`src/rtl/ghost_mover.sv`:
```
// Tile-based ghost movement engine: every STEP_FRAMES frame ticks it probes up to three
// neighbouring tiles through a maze req/ack port and steps toward the chase target.
module ghost_mover #(
    parameter logic [4:0] START_X     = 5'd13,
    parameter logic [4:0] START_Y     = 5'd11,
    parameter logic [5:0] STEP_FRAMES = 6'd8
) (
    input  logic       clk,
    input  logic       reset,
    input  logic       ce,
    input  logic       enable,
    input  logic [4:0] target_x,
    input  logic [4:0] target_y,
    output logic       wall_req,
    output logic [4:0] wall_x,
    output logic [4:0] wall_y,
    input  logic       wall_ack,
    input  logic       wall_hit,
    output logic [4:0] xpos,
    output logic [4:0] ypos,
    output logic [1:0] direction,
    output logic       busy,
    output logic       overrun,
    output logic [2:0] dbg_state
);

    typedef enum logic [2:0] {
        S_IDLE   = 3'd0,
        S_PROBE  = 3'd1,
        S_WAIT   = 3'd2,
        S_DECIDE = 3'd3,
        S_MOVE   = 3'd4
    } state_t;

    // Probe order is up(0), left(3), down(2), right(1), i.e. dir = -idx mod 4.
    // The reverse direction is removed from that list; k selects among the remaining three.
    function automatic logic [1:0] cand_dir(input logic [1:0] rev, input logic [1:0] k);
        logic [1:0] pos;
        logic [1:0] idx;
        pos = 2'd0 - rev;
        idx = (k < pos) ? k : k + 2'd1;
        return 2'd0 - idx;
    endfunction

    function automatic logic [9:0] step_tile(input logic [4:0] x, input logic [4:0] y,
                                             input logic [1:0] dir);
        logic [9:0] t;
        case (dir)
            2'd0:    t = {x, y - 5'd1};
            2'd1:    t = {x + 5'd1, y};
            2'd2:    t = {x, y + 5'd1};
            default: t = {x - 5'd1, y};
        endcase
        return t;
    endfunction

    function automatic logic [4:0] abs_diff(input logic [4:0] a, input logic [4:0] b);
        return (a >= b) ? a - b : b - a;
    endfunction

    state_t     r_state;
    logic [5:0] r_cnt;
    logic [1:0] r_probe;
    logic [4:0] r_tx;
    logic [4:0] r_ty;
    logic       r_best_valid;
    logic [1:0] r_best_dir;
    logic [5:0] r_best_dist;
    logic [1:0] r_chosen;
    logic [4:0] r_x;
    logic [4:0] r_y;
    logic [1:0] r_dir;
    logic       r_wall_req;
    logic [4:0] r_wall_x;
    logic [4:0] r_wall_y;
    logic       r_overrun;

    logic       w_tick;
    logic [1:0] w_rev;
    logic [1:0] w_cdir;
    logic [9:0] w_ctile;
    logic [9:0] w_mtile;
    logic [5:0] w_dist;

    assign w_tick  = ce && (r_cnt == STEP_FRAMES - 6'd1);
    assign w_rev   = r_dir ^ 2'd2;
    assign w_cdir  = cand_dir(w_rev, r_probe);
    assign w_ctile = step_tile(r_x, r_y, w_cdir);
    assign w_mtile = step_tile(r_x, r_y, r_chosen);
    assign w_dist  = {1'b0, abs_diff(r_wall_x, r_tx)} + {1'b0, abs_diff(r_wall_y, r_ty)};

    // Maze port handshake: wall_req rises with wall_x/wall_y and both stay frozen until a
    // cycle where wall_ack=1; wall_hit is sampled in that same cycle and wall_req drops next.
    always_ff @(posedge clk) begin
        if (reset) begin
            r_state      <= S_IDLE;
            r_cnt        <= 6'd0;
            r_probe      <= 2'd0;
            r_tx         <= 5'd0;
            r_ty         <= 5'd0;
            r_best_valid <= 1'b0;
            r_best_dir   <= 2'd0;
            r_best_dist  <= 6'd0;
            r_chosen     <= 2'd0;
            r_x          <= START_X;
            r_y          <= START_Y;
            r_dir        <= 2'd3;
            r_wall_req   <= 1'b0;
            r_wall_x     <= 5'd0;
            r_wall_y     <= 5'd0;
            r_overrun    <= 1'b0;
        end else begin
            r_overrun <= w_tick && (r_state != S_IDLE);
            if (ce) begin
                r_cnt <= w_tick ? 6'd0 : r_cnt + 6'd1;
            end
            case (r_state)
                S_IDLE: begin
                    if (w_tick && enable) begin
                        r_tx         <= target_x;
                        r_ty         <= target_y;
                        r_probe      <= 2'd0;
                        r_best_valid <= 1'b0;
                        r_state      <= S_PROBE;
                    end
                end
                S_PROBE: begin
                    r_wall_x   <= w_ctile[9:5];
                    r_wall_y   <= w_ctile[4:0];
                    r_wall_req <= 1'b1;
                    r_state    <= S_WAIT;
                end
                S_WAIT: begin
                    if (wall_ack) begin
                        r_wall_req <= 1'b0;
                        // Strict less-than keeps the earlier probe on a tie.
                        if (!wall_hit && (!r_best_valid || w_dist < r_best_dist)) begin
                            r_best_valid <= 1'b1;
                            r_best_dir   <= w_cdir;
                            r_best_dist  <= w_dist;
                        end
                        if (r_probe == 2'd2) begin
                            r_state <= S_DECIDE;
                        end else begin
                            r_probe <= r_probe + 2'd1;
                            r_state <= S_PROBE;
                        end
                    end
                end
                S_DECIDE: begin
                    r_chosen <= r_best_valid ? r_best_dir : w_rev;
                    r_state  <= S_MOVE;
                end
                S_MOVE: begin
                    r_dir   <= r_chosen;
                    r_x     <= w_mtile[9:5];
                    r_y     <= w_mtile[4:0];
                    r_state <= S_IDLE;
                end
                default: r_state <= S_IDLE;
            endcase
        end
    end

    assign wall_req  = r_wall_req;
    assign wall_x    = r_wall_x;
    assign wall_y    = r_wall_y;
    assign xpos      = r_x;
    assign ypos      = r_y;
    assign direction = r_dir;
    assign busy      = (r_state != S_IDLE);
    assign overrun   = r_overrun;
    assign dbg_state = r_state;

endmodule

```
`config.mk`:
```
export PLATFORM = sky130hd
export DESIGN_NAME = ghost_mover
export DESIGN_NICKNAME = d
export VERILOG_FILES = /design/src/rtl/ghost_mover.sv
export SDC_FILE = /design/constraint.sdc
export NUM_CORES = 1
export LEC_CHECK = 0
export BUFFER_PORTS_ARGS = -buffer_cell sky130_fd_sc_hd__buf_2
export CAP_MARGIN = 5
export CORE_ASPECT_RATIO = 0.9
export CORE_MARGIN = 2
export CORE_UTILIZATION = 40
export DETAILED_ROUTE_END_ITERATION = 8
export HOLD_SLACK_MARGIN = 0.08
export REMOVE_ABC_BUFFERS = 1
export SETUP_SLACK_MARGIN = 0.02
export SLEW_MARGIN = 0
export SYNTH_ARGS = -nofsm -noshare
export SYNTH_HDL_FRONTEND = slang
export SYNTH_SLANG_ARGS = --single-unit
```
`constraint.sdc`:
```
create_clock -name clk -period 5.5 [get_ports clk]
set_input_delay 1.1 -clock clk [delete_from_list [all_inputs] [get_ports clk]]
set_output_delay 1.1 -clock clk [all_outputs]
set_load 0.05 [all_outputs]
```
; ---- Yosys cells after proc, flatten, opt, wreduce, memory -nomap -nowiden
; Index checks and enable logic that the tools add are counted.
[totals]
input_bits = 16
register_bits = 56
elab_cells = 94
[op_classes]
n_reduce_logical = 22
add_sub_neg = 13
n_eq_ne = 14
bitwise = 4
n_mux = 21
order_cmp = 4
[ops]
columns = operator, n
row1 = $pmux 10 s3, 2
row2 = $sub 5x5->5, 4
row3 = $mux 2, 6
row4 = $pmux 3 s4, 1
row5 = $add 5x1->5 const B, 2
row6 = $ge 5x5->1, 2
row7 = $mux 5, 2
row8 = $sub 5x1->5 const B, 2
row9 = $reduce_and 3->1, 3
row10 = $ne 2x2->1 const B, 4
row11 = $reduce_and 4->1, 2
row12 = $add 5x5->6, 1
row13 = $add 6x1->6 const B, 1
row14 = $eq 2x2->1 const B, 3
row15 = $eq 3x2->1 const B, 2
row16 = $eq 6x3->1 const B, 1
row17 = $lt 6x6->1, 1
row18 = $mux 3, 2
row19 = $mux 6, 1
row20 = $reduce_and 2->1, 3
row21 = $reduce_bool 2->1, 3
row22 = $eq 2x1->1 const B, 2
row23 = $logic_and 1x1->1, 4
row24 = $logic_not 2->1, 2
row25 = other kinds (13), 22

; ---- Logic depth before layout (Yosys ltp)
; Gate-level depths: netlist of run 1.
[depth]
word_depth = 9
ltp_mapped = 21
ltp_nobuf = 19

; ---- Least setup slack after synthesis of run 1
; Ideal clock, no wire load.
[synth_timing]
path_kind = register to register
start = register r_wall_x[2], in the netlist wall_x[2]
end = register r_best_dist[1]
setup_slack_ns = 1.141
path_buffers = 2
t_required_ns = 5.372
setup_ns = 0.128
period_less_slack_ns = 4.359
arrival_time_ns = 4.232
path_stages_with_launch = 21
path_cell_list = dfxtp_1 > inv_1 > ha_1 > buf_2 > a21o_1 > a31oi_1 > o21ai_1 > mux2_2 > ha_1 > a211oi_1 > nor2_1 > and2_1 > o21ai_0 > nand2_1 > ha_1 > a21oi_1 > o21ai_0 > a221oi_2 > buf_6 > mux2i_1 > nor2_1
[synth_via]
elab_chain_cells = 7
word_cells_on_any_way = 9
classes_between = add/sub: 3 / order compare: 2 / mux: 1 / reduce/logical: 3
[synth_rtl]
columns = item, line_no
row1 = start: declaration, 74  ; logic [4:0] r_wall_x;
row2 = start signal: assignment, 128  ; r_wall_x <= w_ctile[9:5];
row3 = $sub 5x5->5 or $ge 5x5->1 (tied branches), 58  ; return (a >= b) ? a - b : b - a;
row4 = $mux 5 *, 58
row5 = $add 5x5->6 *, 90  ; assign w_dist = {1'b0, abs_diff(r_wall_x, r_tx)} + {1'b0, abs_diff(r_wall_y, r_ty)};
row6 = named net w_dist[5], 83  ; logic [5:0] w_dist;
row7 = $lt 6x6->1 *, 137  ; if (!wall_hit && (!r_best_valid || w_dist < r_best_dist)) begin
row8 = $logic_or 1x1->1 *, 137
row9 = $logic_and 1x1->1 *, 137
row10 = $reduce_and 3->1 (no line) *, --
row11 = end signal: assignment, 140  ; r_best_dist <= w_dist;
row12 = end: declaration, 68  ; logic [5:0] r_best_dist;
; The timed path passes the listed nets; every way through them passes the cells marked *.
; A chain may end at the register's enable or synchronous reset.

; ---- Worst setup path in the final report of run 1
[layout_timing]
start = register r_wall_x[2], in the netlist wall_x[2]
end = register r_best_dir[1]
[layout_via]
elab_chain_cells = 7
word_cells_on_any_way = 9
classes_between = add/sub: 3 / order compare: 2 / mux: 1 / reduce/logical: 3
[layout_rtl]
columns = item, line_no
row1 = $sub 5x5->5 or $ge 5x5->1 (tied branches), 58
row2 = $mux 5 *, 58
row3 = $add 5x5->6 *, 90
row4 = named net w_dist[5], 83
row5 = $lt 6x6->1 *, 137
row6 = $logic_or 1x1->1 *, 137
row7 = $logic_and 1x1->1 *, 137
row8 = $reduce_and 3->1 (no line) *, --
row9 = end signal: assignment, 139  ; r_best_dir <= w_cdir;
row10 = end: declaration, 67  ; logic [1:0] r_best_dir;
; Marked as above.

==> results of run 1 <==
logic make-up after synthesis:
| group | after synthesis | share of synthesized area (%) |
|---|---|---|
| compound gates | 104 | 17.9 |
| xor+xnor | 23 | 5.31 |
| fa+ha+maj | 44 | 15.5 |
| buf+inv | 66 | 7.12 |
| flops | 56 | 29.6 |
| mux | 31 | 8.31 |
| simple gates | 121 | 16.3 |
state kept, by name (all words and copies together), names as in the netlist, 3 cells and up:
name and cells:
r_best_dist 6, r_cnt 6, r_tx 5, r_ty 5, wall_x 5, wall_y 5, xpos 5, ypos 5
dbg_state 3
per-layer routing:
metal	global-route usage [%]	routed length (µm)
met3	3.62	342
met5	0	0
met2	27.5	3560
met4	3.90	35
met1	24.1	4320
worst register-to-register path, cell delays in order (launching register included):
cell	delay, ns
dfxtp_1	0.38
inv_1	0.06
ha_1	0.39
a21o_1	0.15
a31oi_1	0.03
o21ai_1	0.38
mux2_2	0.42
ha_1	0.29
a211oi_1	0.20
nor2_1	0.10
and2_1	0.16
o21ai_0	0.21
nand2_1	0.09
ha_1	0.29
a21oi_1	0.13
o21ai_0	0.11
a221oi_2	0.55
buf_4	0.26
mux2i_1	0.19
nor2_1	0.05
metrics by stage:
| step | std cells | hold slack [ns] | total power, W |
|---|---|---|---|
| after floorplan | 422 | 0.460 | 0.000422 |
| after global placement | 589 | 0.473 | 0.000435 |
| after detailed placement | 589 | 0.485 | 0.000435 |
| after CTS | 597 | 0.500 | 0.000722 |
| after global routing | 597 | 0.517 | 0.000736 |
| final | 597 | 0.493 | 0.000712 |
placed cells by master, fill, tap and decap left out, drive strengths merged, types with 3 or more instances in the layout:
master / instances
a221oi: 4
fa: 5
a211oi: 11
ha: 39
mux2i: 27
o21ai: 17
nand2b: 13
buf: 45
a21oi: 38
nor3b: 5
a21o: 14
mux2: 4
nor2b: 3
or3: 3
nor2: 46
nand3: 7
nor3: 5
nand4: 5
xnor2: 9
o31ai: 4
dfxtp: 56
clkbuf: 5
inv: 43
xor2: 14
nand2: 22
cell usage after synthesis, drive strengths merged (5+ instances only):
| cell | instances |
|---|---|
| a211oi | 11 |
| nand2 | 22 |
| fa | 5 |
| nand2b | 13 |
| inv | 43 |
| nor3b | 5 |
| a21oi | 38 |
| dfxtp | 56 |
| mux2i | 27 |
| nor3 | 5 |
| xnor2 | 9 |
| o21ai | 17 |
| nand3 | 7 |
| nor2 | 46 |
| clkbuf | 14 |
| xor2 | 14 |
| a21o | 14 |
| ha | 39 |
| buf | 9 |
| nand4 | 5 |
power by group through the flow:
stage	logic (W)	registers, W	clock network (W)
final	0.0000176	0.000408	0.000286
after global routing	0.0000200	0.000408	0.000308
after CTS	0.0000181	0.000408	0.000296
after detailed placement	0.0000180	0.000417	0
after global placement	0.0000177	0.000417	0
after floorplan	0.00000453	0.000417	0
worst paths after layout:
| path | startpoint | to | slack, ns | cells past startpoint |
|---|---|---|---|---|
| min | wall_x[0] | wall_x[0] | 0.49 | 2 |
| max | wall_x[2] | r_best_dir[1] | 0.92 | 19 |
| min reg2reg | wall_x[0] | wall_x[0] | 0.49 | 2 |
| max reg2reg | wall_x[2] | r_best_dir[1] | 0.92 | 19 |
area by class of cell:
| class | instances | area share (%) |
|---|---|---|
| clock inverters | 3 | 1.14 |
| well taps | 122 | 3.65 |
| multi-input cells | 323 | 57.4 |
| inverters | 43 | 3.86 |
| repair buffers | 45 | 5.50 |
| flip-flops and latches | 56 | 26.8 |
| clock buffers | 5 | 1.64 |
==> impl_metrics.ini, run 1 <==
[synthesis]
yosys_warnings = 0
syn_area_um2 = 3790
synthFlopType = dfxtp_1
netlist_top_cells_area = dfxtp_1, ha_1, mux2i_1
async_flop_share_pct = 0
synth_edf_count = 0
yosysSeqAreaShare_pct = 29.6
synth_top_area_cell = dfxtp_1
syn_inst = 445
avgSynthCellArea_um2 = 8.53
ys_seq_elements = 56
ys_types = 55
synth.top_cell.area_share_pct = 29.6

[die]
fp.dieH_um = 96.4
rows = 33
die_w_um = 107
core_area_um2 = 9170
start_util_pct = 41.4
die_area_um2 = 10300
io_pins = 44

[sta]
final-hold-violation-count = 0
timing.final.crit_share_pct = 83.2
relSlewSlack_pct = 28.5
tightest_slew_ns = 1.07
setup_violations = 0
worst_slack_ns = 0.922
fin_tns_setup_ns = 0
layout_min_cycle_time_ns = 4.58
rsz0062_at_grt = false
finalMaxSlewViolations = 0
clock.fmax_mhz = 218
fin_skew_ns = 0.00574

[worst_setup_path]
path_class = reg2reg
start_kind = flop
worstPathRequired_ns = 5.68
path_cells = inv_1 -> ha_1 -> a21o_1 -> a31oi_1 -> o21ai_1 -> mux2_2 -> ha_1 -> a211oi_1 -> nor2_1 -> and2_1 -> o21ai_0 -> nand2_1 -> ha_1 -> a21oi_1 -> o21ai_0 -> a221oi_2 -> buf_4 -> mux2i_1 -> nor2_1
cpPeakStageDelay_ns = 0.55
end_kind = flop
cp_top_family = compound AO/OA/AOI/OAI gates
critPathMostFrequentCell = ha_1
cp_max_fo = 7
critPathArrivalTime_ns = 4.76
crit_path_top_delay_cell = a221oi_2
path_buf_inv = 2

[power]
power_frac_comb_pct = 2.5
clockPowerShare_pct = 40.2
seqPwrFrac_pct = 57.3
power_density_nw_per_um2 = 170
p_int_w = 0.000551
p_leak_nw = 1.85
vdd_drop_max_uv = 130
power_switching_w = 0.000161
p_sw_share_pct = 22.6

[cells_and_area]
antenna_cells = 0
nets = 534
filler_cell_count = 974
final_area_um2 = 4180
multi_input_area_um2 = 2400
drive_gt1_share_pct = 14.1
final_util_pct = 45.6
area_delta_synth_final_pct = 10.3
seqCellArea_um2 = 1120

[drt]
route.detailed.drc = 0
drtPass1Iterations = 4
vias = 3110
wl_per_cell_um = 13.8
ant_nets = 0
routed_via_density = 5.21
drt_wl_total_mm = 8.25
drt_iter0_markers = 134

[flow_run]
cap_viol_max_count = 0

[clock_tree]
cts_inserted_buffers = 5
cts_tree = built
hold_buffers = 0
postCtsSetupRepairBufs = 0
path_clk_slew_ns = 0.11
insertion_delay_ns = 0.32
h-tree-depth = 2
clock_path_buffers = 2
post_cts_resized = 0
cts-root-buf = clkbuf_8
cts.sinks = 56

[global_routing]
grt_pass1_vias = 3014
antenna_found_initial = 0
overflow = 0
grt_start_max_net_pins = 58
grt_pass1_wl_mm = 14.2
track_usage_pct = 17.3

[placement]
gp_congestion = 0.888
dpl-instance-area_um2 = 4070
port-buffer-count = 43
place_hpwl_mm = 6.17
dp_slack_ns = 0.910

[min_path]
hp-class = reg2reg

[status]
outcome = completed
Power figures use the tool's default switching activity.
==> inputs of run 2 (changes only) <==
- clock period: 5.5 -> 4.7 ns (I/O delays scaled with it)
==> run 2 against run 1 <==
Non-clock buffer count grew 1; clock skew is 0.0028 ns higher; clock power about the same; routed wire length down 2.8%; setup slack got worse by 0.50 ns; sequential share of layout area barely moved; critical path depth shrank 1; sequential cell count is the same; sequential power rose by 17%.
==> impl_metrics.ini, run 2 (synthesis gave the netlist of run 1 again) <==
[status]
outcome = completed

[drt]
drt_wl_total_mm = 8.02
wl_per_cell_um = 13.4
vias = 3099
route.detailed.drc = 0
drtPass1Iterations = 4
ant_nets = 0
routed_via_density = 5.18
drt_iter0_markers = 163

[die]
start_util_pct = 41.4
die_w_um = 107
die_area_um2 = 10300
rows = 33
core_area_um2 = 9170
io_pins = 44
fp.dieH_um = 96.4

[power]
seqPwrFrac_pct = 61.1
power_frac_comb_pct = 2.7
p_sw_share_pct = 24.0
p_leak_nw = 1.85
vdd_drop_max_uv = 123
p_int_w = 0.000594
power_switching_w = 0.000187
finalPower_w = 0.000781
clockPowerShare_pct = 36.2
power_density_nw_per_um2 = 187

[sta]
rsz0062_at_grt = false
relSlewSlack_pct = 28.5
timing.final.crit_share_pct = 91.0
setup_violations = 0
fin_tns_setup_ns = 0
layout_min_cycle_time_ns = 4.28
clock.fmax_mhz = 234
fin_skew_ns = 0.00856
final-hold-violation-count = 0
tightest_slew_ns = 1.07
finalMaxSlewViolations = 0

[clock_tree]
cts-root-buf = clkbuf_8
clock_path_buffers = 2
cts.sinks = 56
hold_buffers = 0
postCtsSetupRepairBufs = 0
cts_tree = built
cts_inserted_buffers = 5
h-tree-depth = 2
path_clk_slew_ns = 0.11
insertion_delay_ns = 0.31

[min_path]
min_from = r_cnt[5]
hp-class = reg2reg
hold_depth = 2
holdPathEnd = r_cnt[5]

[global_routing]
antenna_found_initial = 0
grt_pass1_wl_mm = 13.6
track_usage_pct = 16.3
grt_start_max_net_pins = 58
grt_pass1_vias = 2882
overflow = 0

[placement]
port-buffer-count = 43
dpl-instance-area_um2 = 4080
place_hpwl_mm = 6.08
gp_congestion = 0.824

[cells_and_area]
final_area_um2 = 4180
seqCellArea_um2 = 1120
final_cell_mix = dfxtp_1, nor2_1, inv_1, buf_2, ha_1
largestRegisters = r_best_dist (6), r_cnt (6)
area_delta_synth_final_pct = 10.2
antenna_cells = 0
multi_input_area_um2 = 2410
nets = 535
drive_gt1_share_pct = 14.7
layout_commonest_cell = dfxtp_1
filler_cell_count = 953

[worst_setup_path]
critPathArrivalTime_ns = 4.45
path_class = reg2reg
rr_endpoint = r_best_dist[2]
reg2regPathDepth = 18
end_kind = flop
crit_path_start = wall_x[1]
start_kind = flop
r2r_slack_ns = 0.42
worstPathRequired_ns = 4.87
r2r-start = wall_x[1]
cp_max_fo = 6

[flow_run]
cap_viol_max_count = 0
## run 2: cell count changes in the layout (fill, tap and decap cells not counted)
cell,change
o21ai_2,+2
clkinvlp_4,+1
inv_8,+1
bufinv_16,-1
buf_4,+1
clkinv_4,-1
o21ai_1,-2
## run 2: final cells by class
class | count | area share [%]
Clock buffer | 5 | 1.65
Inverter | 43 | 3.86
Sequential cell | 56 | 26.8
Timing Repair Buffer | 46 | 5.69
Clock inverter | 3 | 0.659
Multi-Input combinational cell | 323 | 57.7
Tap cell | 122 | 3.65
## run 2: how the worst max path moves through the flow
| stage | end | slack, ns | cells past startpoint |
|---|---|---|---|
| after floorplan | r_best_dir[1] | 0.06 | 18 |
| after detailed placement | r_best_dist[2] | 0.32 | 18 |
| final | r_best_dist[2] | 0.42 | 18 |
| after global placement | r_best_dist[3] | 0.48 | 18 |
| after CTS | r_best_dist[2] | 0.32 | 18 |
| after global routing | r_best_dist[2] | 0.05 | 18 |
## run 2: power groups by stage
| stage | clock network [W] | logic, W | registers, W |
|---|---|---|---|
| final | 0.000283 | 0.0000207 | 0.000477 |
| after global routing | 0.000318 | 0.0000231 | 0.000478 |
| after CTS | 0.000299 | 0.0000211 | 0.000477 |
| after detailed placement | 0 | 0.0000211 | 0.000488 |
| after global placement | 0 | 0.0000208 | 0.000488 |
| after floorplan | 0 | 0.00000530 | 0.000488 |
## run 2: per-layer routing
layer  global-route usage, %  routed length (µm)
met5                       0                   0
met4                    2.60                  31
met2                    26.2                3360
met1                    23.2                4310
met3                    2.95                 323
## run 2: critical path, cell delays in order, from the launching register on
cell      delay, ns
dfxtp_1        0.50
inv_1          0.13
ha_1           0.35
a31oi_1        0.11
o21ai_2        0.28
mux2_2         0.41
ha_1           0.29
a211oi_1       0.22
nor2_1         0.11
and2_1         0.16
o21ai_0        0.21
nand2_1        0.09
ha_1           0.29
a21oi_1        0.14
o21ai_0        0.11
a221oi_2       0.30
buf_4          0.20
mux2i_1        0.19
nor2_1         0.06
## run 2: stage by stage
stage | hold WS (ns) | utilization, % | std cells | worst slack, ns
floorplan | 0.460 | - | 422 | 0.0647
global placement | 0.473 | 44.5 | 590 | 0.482
detailed placement | 0.488 | 44.5 | 590 | 0.322
CTS | 0.506 | 45.5 | 598 | 0.316
global route | 0.533 | 45.6 | 598 | 0.0467
finish | 0.504 | 45.6 | 598 | 0.422
## run 2: timing repair
| action | 4_1_cts | 5_1_grt |
|---|---|---|
| resized for setup | 0 | 2 |
| endpoints found under the setup margin | 0 | 8 |
| endpoints found under the hold margin | 0 | 0 |
